`config.mk`:
```
export PLATFORM = sky130hd
export DESIGN_NAME = rx_char_buffer
export DESIGN_NICKNAME = d
export VERILOG_FILES = /design/src/rtl/rx_char_buffer.sv
export SDC_FILE = /design/constraint.sdc
export NUM_CORES = 1
export LEC_CHECK = 0
export CAP_MARGIN = 40
export CORE_UTILIZATION = 41
export DETAILED_ROUTE_END_ITERATION = 8
export REMOVE_ABC_BUFFERS = 1
export SLEW_MARGIN = 20
export SYNTH_ARGS = -nofsm -noshare
export SYNTH_HDL_FRONTEND = slang
export SYNTH_SLANG_ARGS = --single-unit
```
`constraint.sdc`:
```
create_clock -name clk -period 2.32 [get_ports clk]
set_input_delay 0.464 -clock clk [delete_from_list [all_inputs] [get_ports clk]]
set_output_delay 0.464 -clock clk [all_outputs]
set_load 0.02 [all_outputs]
```
`src/rtl/rx_char_buffer.sv`:
```
// -----------------------------------------------------------------------------
// rx_char_buffer
//
// Receive-side serial-to-parallel buffer for the UART receiver. Serial bits
// are shifted in on each rising edge of the SRclk strobe. A rising edge of
// charReceived marks the frame as complete: the frame is checked for framing
// errors and {frameErr, data} is queued in a small show-ahead FIFO. The
// processor pops one byte per read pulse.
//
// Frame layout, first bit received first:
//   start(0), DATA_W data bits LSB first, [even parity], stop(1)
//
// Optional feature macro: RX_PARITY_EN
//   When defined, the frame carries an even-parity bit before the stop bit.
//   A sticky parityErr output is added. The byte is queued even when the
//   parity check fails.
//
// Ports:
//   clk          in   system clock, rising edge
//   reset        in   asynchronous active-high reset
//   bitStream    in   serial receive line (clk domain)
//   SRclk        in   shift strobe level; a rising edge samples bitStream
//   charReceived in   frame-complete level; a rising edge captures the frame
//   read         in   processor pop strobe
//   clearStatus  in   clears the sticky overrun (and parityErr) flags
//   dataOut      out  head-of-FIFO data byte, 0 when empty
//   frameErrOut  out  framing-error tag of the head entry, 0 when empty
//   dataValid    out  FIFO not empty
//   full         out  FIFO holds DEPTH entries
//   overrun      out  sticky: a character was dropped because FIFO was full
//   parityErr    out  (RX_PARITY_EN only) sticky parity error
// -----------------------------------------------------------------------------
module rx_char_buffer #(
  parameter int DATA_W = 8,
  parameter int DEPTH  = 4
) (
  input  logic              clk,
  input  logic              reset,
  input  logic              bitStream,
  input  logic              SRclk,
  input  logic              charReceived,
  input  logic              read,
  input  logic              clearStatus,
  output logic [DATA_W-1:0] dataOut,
  output logic              frameErrOut,
  output logic              dataValid,
  output logic              full,
  output logic              overrun
`ifdef RX_PARITY_EN
  ,
  output logic              parityErr
`endif
);

`ifdef RX_PARITY_EN
  localparam int FRAME_W = DATA_W + 3;
`else
  localparam int FRAME_W = DATA_W + 2;
`endif
  localparam int AW = $clog2(DEPTH);
  localparam int CW = AW + 1;
  localparam int EW = DATA_W + 1;

  localparam logic [AW-1:0] PTR_ONE  = AW'(1);
  localparam logic [CW-1:0] CNT_ONE  = CW'(1);
  localparam logic [CW-1:0] CNT_FULL = CW'(DEPTH);

  logic               r_sr_prev;
  logic               r_cr_prev;
  logic [FRAME_W-1:0] r_sr;
  logic [AW-1:0]      r_wptr;
  logic [AW-1:0]      r_rptr;
  logic [CW-1:0]      r_count;
  logic               r_overrun;
  logic [EW-1:0]      r_mem [DEPTH];

  logic               w_shift;
  logic               w_cap;
  logic [FRAME_W-1:0] w_sr_next;
  logic [DATA_W-1:0]  w_data;
  logic               w_ferr;
  logic               w_empty;
  logic               w_full;
  logic               w_pop;
  logic               w_push;
  logic               w_drop;

  // Edge detection on the level strobes
  assign w_shift = SRclk & ~r_sr_prev;
  assign w_cap   = charReceived & ~r_cr_prev;

  // A shift in the capture cycle is applied before the fields are extracted.
  assign w_sr_next = w_shift ? {bitStream, r_sr[FRAME_W-1:1]} : r_sr;
  assign w_data    = w_sr_next[DATA_W:1];
  assign w_ferr    = w_sr_next[0] | ~w_sr_next[FRAME_W-1];

  assign w_empty = (r_count == '0);
  assign w_full  = (r_count == CNT_FULL);
  assign w_pop   = read & ~w_empty;
  // A pop in the same cycle frees a slot, so a capture while full is
  // still accepted in that case.
  assign w_push  = w_cap & (~w_full | w_pop);
  assign w_drop  = w_cap & w_full & ~w_pop;

  always_ff @(posedge clk or posedge reset) begin
    if (reset) begin
      r_sr_prev <= 1'b0;
      r_cr_prev <= 1'b0;
      r_sr      <= '0;
    end else begin
      r_sr_prev <= SRclk;
      r_cr_prev <= charReceived;
      if (w_shift) begin
        r_sr <= w_sr_next;
      end else if (w_cap) begin
        r_sr <= '0;
      end
    end
  end

  always_ff @(posedge clk or posedge reset) begin
    if (reset) begin
      r_wptr  <= '0;
      r_rptr  <= '0;
      r_count <= '0;
    end else begin
      if (w_push) r_wptr <= r_wptr + PTR_ONE;
      if (w_pop)  r_rptr <= r_rptr + PTR_ONE;
      case ({w_push, w_pop})
        2'b10:   r_count <= r_count + CNT_ONE;
        2'b01:   r_count <= r_count - CNT_ONE;
        default: r_count <= r_count;
      endcase
    end
  end

  // FIFO storage carries no reset; outputs are gated by dataValid instead.
  always_ff @(posedge clk) begin
    if (w_push) r_mem[r_wptr] <= {w_ferr, w_data};
  end

  // Set beats clear when a drop coincides with clearStatus.
  always_ff @(posedge clk or posedge reset) begin
    if (reset) begin
      r_overrun <= 1'b0;
    end else if (w_drop) begin
      r_overrun <= 1'b1;
    end else if (clearStatus) begin
      r_overrun <= 1'b0;
    end
  end

`ifdef RX_PARITY_EN
  logic r_parity_err;
  logic w_par_fail;

  // Even parity: data bits plus parity bit must XOR to zero.
  assign w_par_fail = ^{w_data, w_sr_next[DATA_W+1]};

  always_ff @(posedge clk or posedge reset) begin
    if (reset) begin
      r_parity_err <= 1'b0;
    end else if (w_cap && w_par_fail) begin
      r_parity_err <= 1'b1;
    end else if (clearStatus) begin
      r_parity_err <= 1'b0;
    end
  end

  assign parityErr = r_parity_err;
`endif

  assign dataValid   = ~w_empty;
  assign full        = w_full;
  assign overrun     = r_overrun;
  assign dataOut     = w_empty ? '0 : r_mem[r_rptr][DATA_W-1:0];
  assign frameErrOut = w_empty ? 1'b0 : r_mem[r_rptr][DATA_W];

endmodule

```
==> summary.log <==
[timing] Max-Slew Margin vs Limit 0.6547
[clock_network] H-tree level count 2
[floorplanning] number of rows in the core area 27
[logic_synthesis] total number of yosys warnings 0
[routing] Vias per Instance 5.277
[routing] Routed Antenna Nets 0
[routing] wire length reported by the detailed router 4.254 mm
[clock_network] number of buffers inserted by hold repair at cts 0
[power_and_ir_drop] Worst VDD drop 0.0005326 V
[timing] final critical-path share of the clock period 0.9733
[cells_and_area] P&R area growth vs syn 19.30%
[cells_and_area] # nets final 192
[power_and_ir_drop] leakage power of the design 1.110 nW
[run] Maximum Capacitance Violations 0
[clock_network] Inserted Clock Buffers 5
[logic_synthesis] Mean Syn Cell Area 15.93 µm²
[critical_path] CP Max Fanout 11
[clock_network] post-CTS setup buffer count 0
[clock_network] clock sink count 56
[critical_path] Critical Path Sink Type primary output
[floorplanning] Die X 79.10 µm
[routing] violation count after the first detailed-route iteration 86
[hold_path] worst hold path class input port to async pin
[power_and_ir_drop] pwr dens 1081 nW/µm²
[power_and_ir_drop] switching power 0.9986 mW
[cells_and_area] number of fillers in the final layout 501
[global_route] largest net degree at the start of global routing 22
[timing] worst-case clock skew 0.005881 ns
[timing] setup violators final 0
[cells_and_area] Final Core Density 0.5185
[cells_and_area] fraction of final layout cells with drive strength greater than 1 0.2099
[clock_network] Longest Clk Path Bufs 2
[global_route] number of global-route vias before repair 1373
[timing] shortest period the worst path allows 2.258 ns
[logic_synthesis] count of distinct cell types in the synthesized netlist 35
[clock_network] post-CTS clock slew at the launch and capture registers of the worst setup and hold paths 0.09 ns
[timing] timing-limited maximum frequency 0.4428 GHz
[placement] Inst Count DP 245
[power_and_ir_drop] Total Power 3.143 mW
[global_route] overflow left after global routing 0
[power_and_ir_drop] switching part of the total power 0.3177
[clock_network] Clock Root Buffer sky130_fd_sc_hd__clkbuf_8
[run_status] result of the run finished clean
[power_and_ir_drop] share of total power in combinational logic 0.380
[timing] summed negative setup slack over all endpoints 0 ns
[floorplanning] die footprint 6257 µm²
[floorplanning] area of the core region 5608 µm²
[global_route] global-route usage over all layers 0.1529
[timing] Tightest Pin Transition 0.5125 ns
[routing] drt drc 0
[global_route] first-pass GRT wire length 7.017 mm
[logic_synthesis] share of synthesized area occupied by flip-flops and latches 0.6489
[power_and_ir_drop] portion of total power attributed to the clock network 0.194
[placement] count of input and output buffers 18
[routing] number of iterations in the first detailed-routing pass 4
[timing] number of pins with negative max-slew slack in the final report 0
[clock_network] Worst-Skew Late Latency 0.30 ns
[cells_and_area] number of antenna cells inserted 0
[placement] weighted congestion at the end of routability-driven global placement 0.8037
[routing] via count 1335
[timing] unrepaired setup endpoints after global routing yes
[floorplanning] initial cell density of the core 0.4346
[logic_synthesis] number of instances in the synthesized netlist 153
[routing] average routed wire per standard cell 16.81 µm
[critical_path] required time at the worst-slack endpoint 1.86 ns
[logic_synthesis] combined area of all synthesized cells 2437 µm²
[cells_and_area] final standard cell count with taps included and fillers excluded 253
[critical_path] type of origin of the critical path register
[timing] Final Hold Fails 0
[power_and_ir_drop] Int Pwr 2.144 mW
[clock_network] clock tree from TritonCTS done
[critical_path] Setup CP Type register to primary output
[power_and_ir_drop] relative contribution of sequential cells to total power 0.426
[floorplanning] die boundary height 79.10 µm
[global_route] antenna violations before repair 0
[timing] Worst Hold Slack 0.4123 ns
[logic_synthesis] flip-flop and latch count after synthesis 56
[critical_path] Worst Path Arrival 1.79 ns
[floorplanning] I/O Pins 19
[placement] placed wire-length estimate after detailed placement 2.860 mm
placed cells by master (no fill, tap or decap), types with 3 or more instances in the layout:
cell type,count
sky130_fd_sc_hd__edfxtp_1,36
sky130_fd_sc_hd__dfrtp_1,19
sky130_fd_sc_hd__buf_12,5
sky130_fd_sc_hd__mux4_2,9
sky130_fd_sc_hd__clkdlybuf4s50_1,8
sky130_fd_sc_hd__clkdlybuf4s15_1,8
sky130_fd_sc_hd__a22o_1,9
sky130_fd_sc_hd__ha_1,4
sky130_fd_sc_hd__a21oi_1,3
sky130_fd_sc_hd__xnor2_1,5
sky130_fd_sc_hd__inv_1,8
sky130_fd_sc_hd__and2_1,13
sky130_fd_sc_hd__nand3_1,3
sky130_fd_sc_hd__clkbuf_8,5
sky130_fd_sc_hd__nand2_1,4
sky130_fd_sc_hd__mux2_2,7
sky130_fd_sc_hd__buf_4,5
worst paths after layout:
check,start,endpoint,slack (ns),cells past startpoint
worst max register to register,r_count[0]$_DFFE_PP0P_,r_count[1]$_DFFE_PP0P_,0.19,6
max in group asynchronous,reset,r_sr[1]$_DFFE_PP0P_,1.40,3
worst min-delay path,reset,overrun$_DFFE_PP0P_,0.41,2
worst max-delay path,r_rptr[0]$_DFFE_PP0P_,dataOut[7],0.06,4
worst min register to register,r_sr[1]$_DFFE_PP0P_,r_sr[1]$_DFFE_PP0P_,0.51,2
min in group clk,r_sr[1]$_DFFE_PP0P_,r_sr[1]$_DFFE_PP0P_,0.51,2
per-layer routing:
metal | share of wire | vias up | track usage
li1 | - | 628 | -
met5 | 0 | - | 0
met3 | 0.032 | 6 | 0.03448
met1 | 0.45 | 673 | 0.2036
met2 | 0.50 | 28 | 0.2483
met4 | 0.013 | 0 | 0.05091
flip-flops by register name, summed over array words and instances (netlist names):
signal,cells
overrun,1
r_sr_prev,1
r_sr,10
r_count,3
r_mem,36
r_wptr,2
r_cr_prev,1
r_rptr,2
Yosys cell counts, drive strengths merged:
cell type	count	area (µm²)
edfxtp	36	1081
dfrtp	20	500.5
and2	14	90.09
a22o	9	78.83
mux4	9	202.7
inv	8	30.03
mux2	8	90.09
buf	5	37.53
xnor2	5	43.79
a21oi	4	31.28
ha	4	50.05
nand2	4	15.01
clkbuf	3	11.26
nand3	3	15.01
nor2	3	13.77
a31oi	2	12.51
nand2b	2	12.51
o21ai	2	10.01
or3	2	17.52
a22oi	1	7.510
a31o	1	8.760
a32o	1	10.01
a32oi	1	8.760
and2b	1	7.510
fa	1	20.02
nand4b	1	8.760
nor2b	1	6.260
nor3b	1	7.510
o221ai	1	8.760
power groups by stage:
stage | Sequential (mW) | Clock (mW) | Combinational, mW
3_3_place_gp | 1.34 | 0 | 1.22
2_1_floorplan | 1.35 | 0 | 0.736
5_1_grt | 1.36 | 0.664 | 1.30
4_1_cts | 1.34 | 0.619 | 1.19
3_5_place_dp | 1.35 | 0 | 1.27
6_report | 1.34 | 0.610 | 1.19
logic make-up after synthesis:
kind of cell | count (synthesis) | share of synthesized area
AO/OA/AOI/OAI | 22 | 0.07239
XOR/XNOR | 5 | 0.01797
adder cells (fa/ha/maj) | 5 | 0.02875
buffers and inverters | 16 | 0.03234
flip-flops | 56 | 0.6489
multiplexers | 17 | 0.1201
AND/OR/NAND/NOR | 32 | 0.07957
layout make-up:
type	count	area, µm²	share of cell area
multi-input combinational	81	779.5	0.2681
inverter	8	30.03	0.01033
tap	72	90.09	0.03098
clock inverter	3	37.54	0.01291
sequential	56	1583	0.5443
timing repair buffer	28	319.1	0.1097
clock buffer	5	68.82	0.02367
timing repair:
item	CTS	global route
endpoints found under the setup margin	9	11
cloned	0	0
resized for setup	9	11
stage by stage:
stage,worst slack (ns),cell area (µm²)
global placement,0.1077,2796
detailed placement,0.01658,2796
CTS,0.01197,2892
floorplan,0.3197,2389
global route,-0.006737,2908
finish,0.06189,2908
critical path, stage by stage, from the launching register on:
cell,delay [ns]
sky130_fd_sc_hd__dfrtp_1,0.38
sky130_fd_sc_hd__buf_12,0.16
sky130_fd_sc_hd__mux4_2,0.48
sky130_fd_sc_hd__and2_1,0.16
sky130_fd_sc_hd__dlygate4sd2_1,0.31
No activity file was read; power rests on OpenSTA's default activity.
